===== src/rtl/mem_pkg.sv =====
// rtl/mem_pkg.sv - shared RAM command codes, arbiter state type and command helper
package mem_pkg;

    localparam logic [1:0] MNONE  = 2'b00;
    localparam logic [1:0] MREAD  = 2'b01;
    localparam logic [1:0] MWRITE = 2'b10;

    typedef enum logic [1:0] {ARB_IDLE, ARB_OWN0, ARB_OWN1} arb_state_t;

    // 2'b11 is not a legal command and is issued to the RAM as MNONE.
    function automatic logic [1:0] legal_cmd(input logic [1:0] cmd);
        return (cmd == MREAD || cmd == MWRITE) ? cmd : MNONE;
    endfunction

endpackage


===== src/rtl/mem_rd_tag_pipe.sv =====
// rtl/mem_rd_tag_pipe.sv - DEPTH-deep {valid,id} shift register tracking in-flight RAM reads
module mem_rd_tag_pipe #(
    parameter int DEPTH = 1
) (
    input  logic clk,
    input  logic rst,
    input  logic i_valid,
    input  logic i_id,
    output logic o_valid,
    output logic o_id
);

    logic [DEPTH-1:0] r_valid;
    logic [DEPTH-1:0] r_id;

    always_ff @(posedge clk) begin
        if (rst) begin
            r_valid <= '0;
            r_id    <= '0;
        end else begin
            r_valid[0] <= i_valid;
            r_id[0]    <= i_id;
            for (int i = 1; i < DEPTH; i++) begin
                r_valid[i] <= r_valid[i-1];
                r_id[i]    <= r_id[i-1];
            end
        end
    end

    assign o_valid = r_valid[DEPTH-1];
    assign o_id    = r_id[DEPTH-1];

endmodule


===== src/rtl/mem_port_arbiter.sv =====
// rtl/mem_port_arbiter.sv - two-requester single-port RAM arbiter with bounded hold and tagged read return
// Optional MEM_ARB_RR_EN: round-robin tie break from IDLE instead of fixed m0 priority.
module mem_port_arbiter
    import mem_pkg::*;
#(
    parameter int ADDR_W   = 9,
    parameter int DATA_W   = 16,
    parameter int RD_LAT   = 1,
    parameter int MAX_HOLD = 8
) (
    input  logic              clk,
    input  logic              rst,
    input  logic              m0_req,
    input  logic [1:0]        m0_cmd,
    input  logic [ADDR_W-1:0] m0_addr,
    input  logic [DATA_W-1:0] m0_wdata,
    output logic              m0_gnt,
    output logic [DATA_W-1:0] m0_rdata,
    output logic              m0_rvalid,
    input  logic              m1_req,
    input  logic [1:0]        m1_cmd,
    input  logic [ADDR_W-1:0] m1_addr,
    input  logic [DATA_W-1:0] m1_wdata,
    output logic              m1_gnt,
    output logic [DATA_W-1:0] m1_rdata,
    output logic              m1_rvalid,
    output logic [1:0]        mem_cmd,
    output logic [ADDR_W-1:0] mem_addr,
    output logic [DATA_W-1:0] mem_wdata,
    input  logic [DATA_W-1:0] mem_rdata
);

    localparam int HOLD_W = $clog2(MAX_HOLD + 1);
    localparam logic [HOLD_W-1:0] HOLD_LAST = HOLD_W'(MAX_HOLD - 1);

    arb_state_t        r_state;
    arb_state_t        w_next;
    logic [HOLD_W-1:0] r_hold;
    logic              w_tie_m1;
    logic              w_tag_valid;
    logic              w_tag_id;
    logic              w_rv0;
    logic              w_rv1;
    logic [DATA_W-1:0] r_m0_rdata;
    logic [DATA_W-1:0] r_m1_rdata;

`ifdef MEM_ARB_RR_EN
    logic r_last_owner;

    assign w_tie_m1 = ~r_last_owner;

    always_ff @(posedge clk) begin
        if (rst) begin
            r_last_owner <= 1'b1;
        end else if (w_next != r_state && w_next == ARB_OWN0) begin
            r_last_owner <= 1'b0;
        end else if (w_next != r_state && w_next == ARB_OWN1) begin
            r_last_owner <= 1'b1;
        end
    end
`else
    assign w_tie_m1 = 1'b0;
`endif

    always_comb begin
        w_next = r_state;
        case (r_state)
            ARB_IDLE: begin
                if (m0_req && m1_req) begin
                    w_next = w_tie_m1 ? ARB_OWN1 : ARB_OWN0;
                end else if (m0_req) begin
                    w_next = ARB_OWN0;
                end else if (m1_req) begin
                    w_next = ARB_OWN1;
                end
            end
            ARB_OWN0: begin
                if (!m0_req) begin
                    w_next = m1_req ? ARB_OWN1 : ARB_IDLE;
                end else if (m1_req && r_hold == HOLD_LAST) begin
                    w_next = ARB_OWN1;
                end
            end
            ARB_OWN1: begin
                if (!m1_req) begin
                    w_next = m0_req ? ARB_OWN0 : ARB_IDLE;
                end else if (m0_req && r_hold == HOLD_LAST) begin
                    w_next = ARB_OWN0;
                end
            end
            default: w_next = ARB_IDLE;
        endcase
    end

    always_ff @(posedge clk) begin
        if (rst) begin
            r_state <= ARB_IDLE;
            r_hold  <= '0;
        end else begin
            r_state <= w_next;
            if (w_next != r_state) begin
                r_hold <= '0;
            end else if (r_state != ARB_IDLE && r_hold != HOLD_LAST) begin
                r_hold <= r_hold + 1'b1;
            end
        end
    end

    assign m0_gnt = (r_state == ARB_OWN0);
    assign m1_gnt = (r_state == ARB_OWN1);

    always_comb begin
        mem_cmd   = MNONE;
        mem_addr  = '0;
        mem_wdata = '0;
        case (r_state)
            ARB_OWN0: begin
                mem_cmd   = legal_cmd(m0_cmd);
                mem_addr  = m0_addr;
                mem_wdata = m0_wdata;
            end
            ARB_OWN1: begin
                mem_cmd   = legal_cmd(m1_cmd);
                mem_addr  = m1_addr;
                mem_wdata = m1_wdata;
            end
            default: ;
        endcase
    end

    // Tags follow the read, not the current owner, so data returns correctly across switches.
    mem_rd_tag_pipe #(
        .DEPTH(RD_LAT)
    ) u_tag_pipe (
        .clk     (clk),
        .rst     (rst),
        .i_valid (mem_cmd == MREAD),
        .i_id    (r_state == ARB_OWN1),
        .o_valid (w_tag_valid),
        .o_id    (w_tag_id)
    );

    assign w_rv0 = w_tag_valid & ~w_tag_id & ~rst;
    assign w_rv1 = w_tag_valid &  w_tag_id & ~rst;

    always_ff @(posedge clk) begin
        if (rst) begin
            r_m0_rdata <= '0;
            r_m1_rdata <= '0;
        end else begin
            if (w_rv0) r_m0_rdata <= mem_rdata;
            if (w_rv1) r_m1_rdata <= mem_rdata;
        end
    end

    assign m0_rvalid = w_rv0;
    assign m1_rvalid = w_rv1;
    assign m0_rdata  = w_rv0 ? mem_rdata : r_m0_rdata;
    assign m1_rdata  = w_rv1 ? mem_rdata : r_m1_rdata;

endmodule


===== config.mk =====
export PLATFORM = sky130hd
export DESIGN_NAME = mem_port_arbiter
export DESIGN_NICKNAME = d
export VERILOG_FILES = /design/src/rtl/mem_pkg.sv /design/src/rtl/mem_rd_tag_pipe.sv /design/src/rtl/mem_port_arbiter.sv
export SDC_FILE = /design/constraint.sdc
export NUM_CORES = 1
export LEC_CHECK = 0
export ABC_AREA = 0
export BUFFER_PORTS_ARGS = -buffer_cell sky130_fd_sc_hd__buf_2
export CAP_MARGIN = 20
export CORE_MARGIN = 4
export CORE_UTILIZATION = 49
export CTS_BUF_LIST = sky130_fd_sc_hd__clkbuf_8
export DETAILED_ROUTE_END_ITERATION = 8
export GPL_ROUTABILITY_DRIVEN = 0
export GPL_TIMING_DRIVEN = 0
export PLACE_DENSITY = 0.89
export SETUP_SLACK_MARGIN = 0.3
export SYNTH_ARGS = -nofsm -noshare
export SYNTH_HDL_FRONTEND = slang
export SYNTH_HIERARCHICAL = 1
export SYNTH_SLANG_ARGS = --single-unit

===== constraint.sdc =====
create_clock -name clk -period 3 [get_ports clk]
set_input_delay 0.6 -clock clk [delete_from_list [all_inputs] [get_ports clk]]
set_output_delay 0.6 -clock clk [all_outputs]
set_load 0.01 [all_outputs]

==> impl_metrics.ini <==
[worst_setup_path]
cp_slowest_cell = nor3b_4
cp_cell_sequence = buf_2, buf_6, nor3b_4, buf_6, mux2_4, buf_2
crit_family = buffers and inverters
crit_path_end_kind = primary output
worst_ep_required_time_ns = 2.40
critPathArrivalTime_ns = 2.01
critPathBufInv = 4
crit_fanout = 10
critPathKind = in2out
critPathLaunchType = primary input
slowest_delay_ns = 0.44

[routing]
wirelength_mm = 6.347
wl_per_cell_um = 14.59
post_drt_via_cell_ratio = 5.310
drc = 0
drt_iter0_drc = 72
ant_nets = 0
vias = 2310
drt_first_pass_iters = 4

[finish]
diodes = 0
n_fill_cell = 339
syn_to_final_growth_pct = 39.02
drive_gt1_frac = 0.5013
multi_input_area_mm2 = 0.001436
seqCellArea_um2 = 802.0
nets = 462
fin_area_mm2 = 0.003232

[die]
die_x_um = 76.88
rows = 24
fp.dieH_um = 76.88
ios = 137
core-area_mm2 = 0.004474
dieArea_mm2 = 0.005911
initial_core_util = 0.5196

[cts]
clockBufferDepth = 2
hold_buffers = 0
h-tree-depth = 2
cts-root-buf = clkbuf_8
path_clk_slew_ns = 0.07
cts_buffers = 5
clk_latency_ns = 0.28
cts.sinks = 40
cts_tree = done

[sta]
rsz0062_at_grt = yes
finalHoldViolCount = 0
slew_headroom = 0.6711
period_share = 0.8710
period_needed_ns = 2.613
fin_worst_skew_ns = 0.006277
finalSetupViolations = 0
slew_viol_final = 0
max_freq_mhz = 382.7
worst-slew-pin-transition_ns = 0.4882
setup_tns_ns = 0

[min_path]
worstHoldPathType = in2reg

[synthesis]
syn_nets = 320
synth_edf_count = 0
synth-seq-area-share = 0.3445
syn_avg_cell_area_um2 = 9.646
synthCells = 241
async_flop_share = 0
syn-cell-area_mm2 = 0.002325
ys_types = 38
synth_flop_cell = dfxtp_1
ys_ff_latch = 40
synth_warnings = 6

[global_routing]
grt_max_degree = 13
antenna_found_initial = 0
overflow = 0
grt_pass1_wl_mm = 10.54
grt_pass1_vias = 2285
gr-usage-all-layers = 0.2144

[placed_design]
hpwl_mm = 5.105
place_area_mm2 = 0.003065
io_buffers = 135

[power]
ir_drop_mv = 0.2315
p_per_area_mw_per_mm2 = 412.5
p_leak_nw = 1.676

[flow_run]
drv_cap = 0

[outcome]
status = finished, final reports clean
## what timing repair did
| item | 4_1_cts | 5_1_grt |
|---|---|---|
| gates resized for setup | 5 | 14 |
| buffers inserted | 0 | 0 |
| setup endpoints to repair | 21 | 21 |
## cells in the final DEF (no fill, tap or decap), types with 4 or more instances in the layout
| cell type | count |
|---|---|
| a211oi_1 | 4 |
| a21oi_1 | 4 |
| a22oi_1 | 25 |
| and2b_1 | 9 |
| buf_2 | 138 |
| clkbuf_1 | 4 |
| clkbuf_4 | 5 |
| clkbuf_8 | 5 |
| dfxtp_1 | 39 |
| inv_1 | 5 |
| mux2_2 | 23 |
| mux2_4 | 9 |
| nand2_1 | 5 |
| nor2_1 | 5 |
| nor2b_1 | 53 |
| o21ai_0 | 10 |
## power by group
| part | internal [mW] | total (mW) | switching, mW |
|---|---|---|---|
| registers | 0.538 | 0.546 | 0.00791 |
| logic | 0.140 | 0.289 | 0.149 |
| clock network | 0.327 | 0.498 | 0.171 |
## kinds of logic (layout without fill, tap and decap cells)
family / after synthesis / count (layout) / synth area share
flops: 40 / 40 / 0.3445
mux: 35 / 35 / 0.1830
fa+ha+maj: 5 / 5 / 0.02691
buf+inv: 22 / 164 / 0.04413
compound gates: 50 / 50 / 0.1491
xor+xnor: 1 / 1 / 0.003768
simple gates: 88 / 88 / 0.2487
## routing by layer
metal  global-route usage  vias to the layer above  share of wire
met5                    0                        -              0
met4              0.05254                        0         0.0046
met3              0.05855                        4          0.088
met2               0.3929                      109           0.51
met1               0.2441                     1065           0.40
li1                     -                     1132              -
## final timing paths
kind / start / end / slack, ns / cells after the start
setup / recovery: rst / m0_rdata[8] / 0.39 / 6
hold / removal: rst / u_tag_pipe/o_id / 0.51 / 2
setup reg to reg: r_state[1] / r_hold[0] / 1.06 / 7
hold reg to reg: r_state[0] / r_state[0] / 0.55 / 2
## synthesized netlist by cell type (all sizes together) (2+ instances only)
cell type,n,area (um^2)
nand2,5,18.77
and2b,9,67.56
a22oi,25,187.7
buf,9,53.80
mux2i,2,20.02
clkbuf,8,30.03
inv,5,18.77
and3b,2,17.52
ha,5,62.56
a211oi,4,30.03
and2,2,12.51
dfxtp,40,800.8
a21o,2,15.01
nand3b,3,35.03
nor2,5,18.77
o21ai,10,50.05
mux2,33,405.4
a21oi,4,20.02
nor2b,53,331.6
nand4,2,12.51
## worst reg2reg max path: stages (launching register included)
cell	delay, ns
dfxtp_1	0.33
clkbuf_4	0.17
inv_1	0.13
ha_2	0.26
o21ai_0	0.11
or3_1	0.32
a32oi_1	0.32
a211oi_1	0.14
## registers in the layout (all words and copies together) (netlist names)
register and cells:
r_m0_rdata 16, u_tag_pipe/o_id 1, r_state 2, r_hold 4, r_m1_rdata 16, u_tag_pipe/o_valid 1
## final cells by class
cell class,count,share of cell area
buffer,17,0.03252
clock buffer,5,0.02129
clock inverter,2,0.01858
inverter,5,0.005807
multi-input combinational,179,0.4444
sequential,40,0.2482
tap,52,0.02013
timing repair buffer,135,0.2091
## per-stage QoR
step	worst slack [ns]	total power [mW]	hold WS, ns	utilization	std cells
after floorplan	0.7550	0.7231	0.5103	-	241
after global placement	0.3999	0.8280	0.5368	0.6851	428
after detailed placement	0.3916	0.8337	0.5455	0.6851	428
after CTS	0.3378	1.334	0.5043	0.7153	435
after global routing	0.2766	1.401	0.5111	0.7223	435
final	0.3870	1.333	0.5120	0.7223	435
Note: power is estimated with default switching activity, not from simulation.
